**src/rtl/core_status.sv**
```systemverilog
// 2A03 processor status register with NMI edge / IRQ level request logic.
// Define CORE_IRQ_DELAY_EN to gate IRQs on the pre-update I flag (6502 one-instruction delay).
module core_status (
    input  logic       I_clock,
    input  logic       I_reset_n,
    input  logic       I_enable,
    input  logic       I_alu_carry,
    input  logic       I_alu_zero,
    input  logic       I_alu_overflow,
    input  logic       I_alu_sign,
    input  logic [3:0] I_alu_mask,
    input  logic [2:0] I_flag_op,
    input  logic       I_load_p,
    input  logic [7:0] I_data,
    input  logic       I_set_i,
    input  logic       I_brk,
    input  logic       I_nmi_n,
    input  logic       I_irq_n,
    input  logic       I_poll,
    input  logic       I_int_ack,
    output logic [7:0] O_p,
    output logic [7:0] O_push_data,
    output logic       O_carry,
    output logic       O_zero,
    output logic       O_overflow,
    output logic       O_sign,
    output logic       O_int_request,
    output logic       O_int_is_nmi
);

    logic flag_c, flag_z, flag_i, flag_d, flag_v, flag_n;
    logic c_next, z_next, i_next, d_next, v_next, n_next;
    logic nmi_prev, nmi_pending, irq_level, int_request, int_is_nmi;
    logic i_gate, poll_ok, take_nmi, take_irq, nmi_fell;
    logic unused_data_bits;

    // B and the constant bit are never stored; a pulled byte's bits 5/4 are dropped.
    assign unused_data_bits = ^I_data[5:4];

    always_comb begin
        c_next = flag_c;
        z_next = flag_z;
        i_next = flag_i;
        d_next = flag_d;
        v_next = flag_v;
        n_next = flag_n;
        if (I_load_p) begin
            c_next = I_data[0];
            z_next = I_data[1];
            i_next = I_data[2];
            d_next = I_data[3];
            v_next = I_data[6];
            n_next = I_data[7];
        end else begin
            if (I_alu_mask[0]) c_next = I_alu_carry;
            if (I_alu_mask[1]) z_next = I_alu_zero;
            if (I_alu_mask[2]) v_next = I_alu_overflow;
            if (I_alu_mask[3]) n_next = I_alu_sign;
            // Flag instructions are applied after the ALU so they win on the same flag.
            case (I_flag_op)
                3'd1:    c_next = 1'b0;
                3'd2:    c_next = 1'b1;
                3'd3:    i_next = 1'b0;
                3'd4:    i_next = 1'b1;
                3'd5:    v_next = 1'b0;
                3'd6:    d_next = 1'b0;
                3'd7:    d_next = 1'b1;
                default: ;
            endcase
        end
        if (I_set_i) i_next = 1'b1;
    end

`ifdef CORE_IRQ_DELAY_EN
    assign i_gate = flag_i;
`else
    assign i_gate = i_next;
`endif

    assign nmi_fell = nmi_prev & ~I_nmi_n;
    assign poll_ok  = I_poll & ~int_request;
    assign take_nmi = poll_ok & nmi_pending;
    assign take_irq = poll_ok & ~nmi_pending & irq_level & ~i_gate;

    always_ff @(posedge I_clock or negedge I_reset_n) begin
        if (!I_reset_n) begin
            flag_c      <= 1'b0;
            flag_z      <= 1'b0;
            flag_i      <= 1'b1;
            flag_d      <= 1'b0;
            flag_v      <= 1'b0;
            flag_n      <= 1'b0;
            nmi_prev    <= 1'b1;
            nmi_pending <= 1'b0;
            irq_level   <= 1'b0;
            int_request <= 1'b0;
            int_is_nmi  <= 1'b0;
        end else if (I_enable) begin
            flag_c    <= c_next;
            flag_z    <= z_next;
            flag_i    <= i_next;
            flag_d    <= d_next;
            flag_v    <= v_next;
            flag_n    <= n_next;
            nmi_prev  <= I_nmi_n;
            irq_level <= ~I_irq_n;
            // A fresh edge during the NMI ack cycle must survive the clear.
            if (nmi_fell)
                nmi_pending <= 1'b1;
            else if (I_int_ack && int_request && int_is_nmi)
                nmi_pending <= 1'b0;
            if (take_nmi || take_irq) begin
                int_request <= 1'b1;
                int_is_nmi  <= take_nmi;
            end else if (I_int_ack) begin
                int_request <= 1'b0;
                int_is_nmi  <= 1'b0;
            end
        end
    end

    assign O_p           = {flag_n, flag_v, 1'b1, 1'b0, flag_d, flag_i, flag_z, flag_c};
    assign O_push_data   = {flag_n, flag_v, 1'b1, I_brk, flag_d, flag_i, flag_z, flag_c};
    assign O_carry       = flag_c;
    assign O_zero        = flag_z;
    assign O_overflow    = flag_v;
    assign O_sign        = flag_n;
    assign O_int_request = int_request;
    assign O_int_is_nmi  = int_is_nmi;

endmodule

```
**config.mk**
```make
export PLATFORM = sky130hd
export DESIGN_NAME = core_status
export DESIGN_NICKNAME = d
export VERILOG_FILES = /design/src/rtl/core_status.sv
export SDC_FILE = /design/constraint.sdc
export NUM_CORES = 1
export LEC_CHECK = 0
export BUFFER_PORTS_ARGS = -buffer_cell sky130_fd_sc_hd__buf_2
export CAP_MARGIN = 30
export CORE_MARGIN = 2
export CORE_UTILIZATION = 36
export DETAILED_ROUTE_END_ITERATION = 16
export PLACE_DENSITY = 0.78
export SYNTH_ARGS = -nofsm -noshare
export SYNTH_HDL_FRONTEND = slang
export SYNTH_SLANG_ARGS = --single-unit
```
**constraint.sdc**
```tcl
create_clock -name I_clock -period 1.3 [get_ports I_clock]
set_input_delay 0.195 -clock I_clock [delete_from_list [all_inputs] [get_ports I_clock]]
set_output_delay 0.195 -clock I_clock [all_outputs]
set_load 0.01 [all_outputs]
```
==> results.md, run 1 <==
* Design area at 922 um^2
* Finished Layout Cells at 145
* Die area at 2400 um^2
* Core footprint at 1940 um^2
* Final hold vios at 0
* DIE WIDTH at approximately 50 um
* Total Neg Setup Slack at -0.0168 ns
* Largest net degree at the start of global routing at 14
* Post-synthesis sequential area ratio at 0.381
* Synth Area in Adders at 0
* Cell with the most instances after synthesis: buf_4
* Sequential Area at 278 um^2
* Grt total ovfl at 0
* DR pass1 iterations at 5
* Final setup violation count at 1
* TritonCTS clock tree: built
* Estimated wirelength of the detail-placed design at ~1.3 mm
* Final min period at 1.32 ns
* Worst hold path type: in2reg
* Worst Hold Path EP: irq_level
* Later-pin clock latency in the skew report at 0.26 ns
* Final period util at 1.01
* Initial DRC Count at 3
* Reg2Reg Depth at 3
* Area grow syn2layout at 26.4%
* Main combinational cell family by area after synthesis: compound AO/OA/AOI/OAI gates
* Initial antenna violation count at 0
* Final WS setup at -0.0168 ns
* Clk sink count at 11
* Placed Cells at 139
* Die height at 49.0 um
* Pre-CTS WS at -0.0534 ns
* Synthesized instance count at 83
* Gr usage total at 0.145
* Compound-Gate Fraction of Synth Area at 0.244
* CTS clk-pin slew, worst paths at 0.08 ns
* Row count at 16
* Pleak at 0.000456 uW
* CTS Buf Count at 3
* Simple logic cell fraction of the synthesized area at 0.120
* Synth Warn # at 0
* Multiplexer share of the synthesized area at 0.0292
* Final Max Tran Viols at 0
* Final nets at ~150
* Fillers at ~210
* Wire length of the first global-routing pass at 2.79 mm
* Mean Syn Cell Area at 8.79 um^2
* Flop-to-flop setup slack at -0.02 ns
* Ports at 51
* Post-synthesis register bit count at 11
* P per Cell Area at 1180 nW/um^2
* Min-delay src: I_irq_n
* Largest cells by area after synthesis: dfrtp_1 31%, buf_4 16%, a21oi_1 7.5%, dfstp_2 7.2%, o21ai_0 2.7%
* CP startpoint kind: flip-flop
* Avg WL per Cell at 11.2 um
* Initial Util at 0.376
* CP required at between 1 and 1.5 ns
* DR vias/cell at 4.96
* Final wirelength at 1.62 mm
* Final RePlAce weighted congestion at 0.665
* Crit. End Element: flip-flop
* Yosys top cell area share at 0.309
* R2R Path Start: flag_i
* FMAX at between 700 and 800 MHz
* EDFF count, synth at 0
* DP Area at 875 um^2
* Commonest cells post-synth: 16 x buf_4, 11 x a21oi_1, 9 x dfrtp_1
* Status: finished, violations left
* Drt drc at 0
* Worst-path fanout max at 3
* Cell variety after synth at 28
* Tot Pwr at around 1100 uW
* Count of input and output buffers at 43
* Multi-input gate area at 310 um^2
* Via count at about 700
* Peak VDD IR at around 0.75 mV
* Root Driver: clkbuf_4
* H-tree lvl count at 1
* Share of layout cells above drive strength 1 at 0.475
* Mapped Area at 729 um^2
* Number of max-cap violations at 0
* Post-synthesis async set-or-reset flop share at 1.00
* Unrepaired setup endpoints after global routing: yes
* Xor/xnor cell area share of the yosys netlist at 0.0120
* Antenna-violating nets left at 0
* Setup Skew at about 0.0047 ns
* Reg2reg end: O_int_request
* Cell depth of the worst hold path at 2
* Clock Tree Buf Depth at 2
* Prevailing post-synth register cell: dfrtp_1
* Critical path arrival at 1.47 ns
* Vias in the first global route at 678
* Synth area leader: dfrtp_1
* N_diodes at 0
* Violated checks: negative setup slack
* CP Class: reg2reg
## worst max-delay path, cell delays in order, from the launching register on
cell     delay [ns]
dfstp_2        0.56
inv_2          0.03
o311a_1        0.30
a221o_1        0.32
## sequential cells by signal, summed over array words and instances (netlist names)
register	flops
irq_level	1
O_overflow	1
O_sign	1
O_carry	1
O_zero	1
flag_i	1
nmi_prev	1
nmi_pending	1
flag_d	1
O_int_is_nmi	1
O_int_request	1
## cells by family (layout without fill, tap and decap cells)
kind of cell | after synthesis | in the layout
and+or+nand+nor | 16 | 16
AOI/OAI and AO/OA | 28 | 28
other | 2 | 3
muxes | 2 | 2
xor gates and xnor gates | 1 | 1
DFF | 11 | 11
buffers and inverters | 23 | 57
## metrics by stage
stage / hold slack [ns] / utilization
floorplan: -0.101 / -
global placement: 0.0788 / 0.450
detailed placement: 0.0828 / 0.450
CTS: 0.0919 / 0.473
global route: 0.0919 / 0.475
finish: 0.0974 / 0.475
## power breakdown
group | leakage [uW] | internal [uW] | switching [uW]
clock network | 0.0000150 | 118 | 117
registers | 0.000123 | 419 | 71.6
logic | 0.000318 | 182 | 180
## final cells by class
type | instances | share of cell area
timing repair buffer | 48 | 0.277
multi-input combinational | 50 | 0.336
tap | 27 | 0.0366
sequential | 11 | 0.301
inverter | 5 | 0.0204
clock buffer | 4 | 0.0285
## how the worst max path moves through the flow
stage / endpoint / start / slack, ns
global placement: O_int_request / flag_i / -0.04
CTS: O_int_request / flag_i / -0.02
finish: O_int_request / flag_i / -0.02
floorplan: O_int_request / flag_i / -0.04
global route: O_int_request / flag_i / -0.05
detailed placement: O_int_request / flag_i / -0.05
## cells in the final DEF, fill, tap and decap left out
cell type | synthesis | layout
xnor2_1 | 1 | 1
o21ai_1 | 1 | 1
o22ai_1 | 3 | 3
o2bb2ai_1 | 1 | 1
nand2_1 | 4 | 4
o311a_1 | 1 | 1
a21oi_2 | 0 | 1
inv_1 | 5 | 4
nor2b_1 | 2 | 2
conb_1 | 2 | 3
dlygate4sd3_1 | 0 | 1
a32o_1 | 1 | 1
a41o_2 | 1 | 1
nand4_1 | 1 | 1
clkbuf_1 | 0 | 1
dfstp_2 | 2 | 2
mux2i_1 | 1 | 1
nor2_1 | 4 | 4
inv_2 | 0 | 1
nor3b_1 | 2 | 2
nor4b_1 | 1 | 1
o21ai_0 | 4 | 4
dfrtp_1 | 9 | 9
clkbuf_4 | 0 | 3
a31oi_1 | 2 | 2
buf_4 | 16 | 4
mux2_2 | 1 | 1
a2bb2oi_1 | 1 | 1
buf_2 | 2 | 43
o211ai_1 | 1 | 1
nand3b_1 | 2 | 2
a21oi_1 | 11 | 10
a221o_1 | 1 | 1
## metal layers
| metal | wire length [um] | GRT usage | up-vias |
|---|---|---|---|
| met1 | 637 | 0.155 | 344 |
| met2 | 876 | 0.276 | 25 |
| li1 | - | - | 348 |
| met4 | 7 | 0.0619 | 0 |
| met5 | 0 | 0 | - |
| met3 | 100 | 0.0245 | 2 |
## repair_timing
| action | 4_1_cts | 5_1_grt |
|---|---|---|
| pin swaps | 1 | 0 |
| setup endpoints to repair | 1 | 2 |
| gates resized for setup | 0 | 2 |
| setup buffers | 1 | 0 |
| hold buffers | 1 | 0 |
| hold endpoints to repair | 9 | 0 |
No activity file was read; power rests on OpenSTA's default activity.
==> run 2: changes to the inputs <==
Settings changed: SETUP_SLACK_MARGIN set to 0.15.
==> results.md, run 2 (same netlist as run 1, synthesis figures left out) <==
* Crit. End Element: flip-flop
* Worst hold path type: in2reg
* DR pass1 iterations at 4
* Via count at roughly 720
* Estimated wirelength of the detail-placed design at 1.29 mm
* Initial Util at 0.376
* Largest net degree at the start of global routing at 14
* Reg2Reg Depth at 3
* Final wirelength at 1.65 mm
* Final hold vios at 0
* Status: finished, violations left
* P per Cell Area at 1180 nW/um^2
* Row count at 16
* N_diodes at 0
* Root Driver: clkbuf_4
* Violated checks: negative setup slack
* Flop-to-flop setup slack at -0.02 ns
* DR vias/cell at between 4 and 5
* Final setup violation count at 1
* Reg2reg end: O_int_request
* Die area at roughly 2400 um^2
* H-tree lvl count at 1
* Peak VDD IR at 0.750 mV
* Worst-path fanout max at 3
* Ports at 51
* Final period util at 1.01
* Final WS setup at -0.0189 ns
* Share of layout cells above drive strength 1 at 0.483
* Count of input and output buffers at 43
* Initial antenna violation count at 0
* Final Max Tran Viols at 0
* Clock Tree Buf Depth at 2
* Pleak at 0.000462 uW
* Die height at roughly 49 um
* Hold_ws at roughly 0.098 ns
* CTS Buf Count at 3
* R2R Path Start: flag_i
* Initial DRC Count at 6
* Worst Hold Path EP: irq_level
* Unrepaired setup endpoints after global routing: yes
* TritonCTS clock tree: built
* Area grow syn2layout at 28.6%
* Avg WL per Cell at roughly 11 um
* CTS clk-pin slew, worst paths at 0.08 ns
* Critical path arrival at 1.47 ns
* CP required at 1.45 ns
* Wire length of the first global-routing pass at 2.79 mm
* Fillers at 209
* DIE WIDTH at 49.0 um
* Final core utilization at 0.483
* Final min period at 1.32 ns
* Final nets at about 150
* Final RePlAce weighted congestion at between 0.6 and 0.7
* Cell depth of the worst hold path at 2
* Vias in the first global route at 676
* Grt total ovfl at 0
* Core footprint at about 2000 um^2
* Tot Pwr at 1100 uW
* Drt drc at 0
* Setup Skew at 0.00413 ns
* Min-delay src: I_irq_n
* Gr usage total at 0.145
* FMAX at 758 MHz
* Number of max-cap violations at 0
* Antenna-violating nets left at 0
* Most frequent cells in the layout: 41 x buf_2, 9 x dfrtp_1, 9 x a21oi_1
* CP Class: reg2reg
* Clk sink count at 11
* CP startpoint kind: flip-flop
* Most common cell after layout, fill and taps aside: buf_2
* Later-pin clock latency in the skew report at 0.26 ns
run 2: changes by cell type in the layout (fill, tap and decap cells not counted):
| cell | before | now |
|---|---|---|
| buf_2 | 43 | 41 |
| a21oi_1 | 10 | 9 |
| a21oi_2 | 1 | 2 |
| buf_6 | 0 | 2 |
run 2: what timing repair did:
action,in CTS,in global routing
hold buffers,1,0
setup endpoints to repair,5,5
hold endpoints to repair,9,0
setup buffers,1,0
pin swaps,2,0
resized for setup,4,1
run 2: layout make-up:
cell class	count	area [um^2]	area share
multi-input cells	50	314	0.335
clock buffers	4	26.3	0.0280
flip-flops and latches	11	278	0.296
well taps	27	33.8	0.0360
repair buffers	48	268	0.285
inverters	5	18.8	0.0200
run 2: per-layer routing:
metal,track usage,vias to the layer above,share of wire
met2,0.274,29,0.54
met5,0,-,0
li1,-,349,-
met1,0.157,344,0.39
met4,0.0619,0,0.0043
met3,0.0245,2,0.065
run 2: per-stage QoR:
step                      instances  cell area (um^2)  worst slack, ns  setup TNS, ns
final                           145               938          -0.0189        -0.0189
after global placement          139               875          -0.0386        -0.0386
after floorplan                  84               733          -0.0415        -0.0415
after detailed placement        139               875          -0.0534        -0.0534
after global routing            145               938          -0.0499        -0.0499
after CTS                       145               938          -0.0242        -0.0242
run 2: worst max path at each step:
stage	startpoint	endpoint	slack, ns	cells after the start
6_report	flag_i	O_int_request	-0.02	3
3_3_place_gp	flag_i	O_int_request	-0.04	3
3_5_place_dp	flag_i	O_int_request	-0.05	3
5_1_grt	flag_i	O_int_request	-0.05	3
4_1_cts	flag_i	O_int_request	-0.02	3
2_1_floorplan	flag_i	O_int_request	-0.04	3
run 2: power breakdown:
part	switching (uW)	internal [uW]
Clock	116	118
Combinational	186	192
Sequential	72.8	419
run 2: worst max-delay path: stages, from the launching register on:
cell and delay [ns]:
dfstp_2 0.56, inv_2 0.03, o311a_1 0.30, a221o_1 0.32
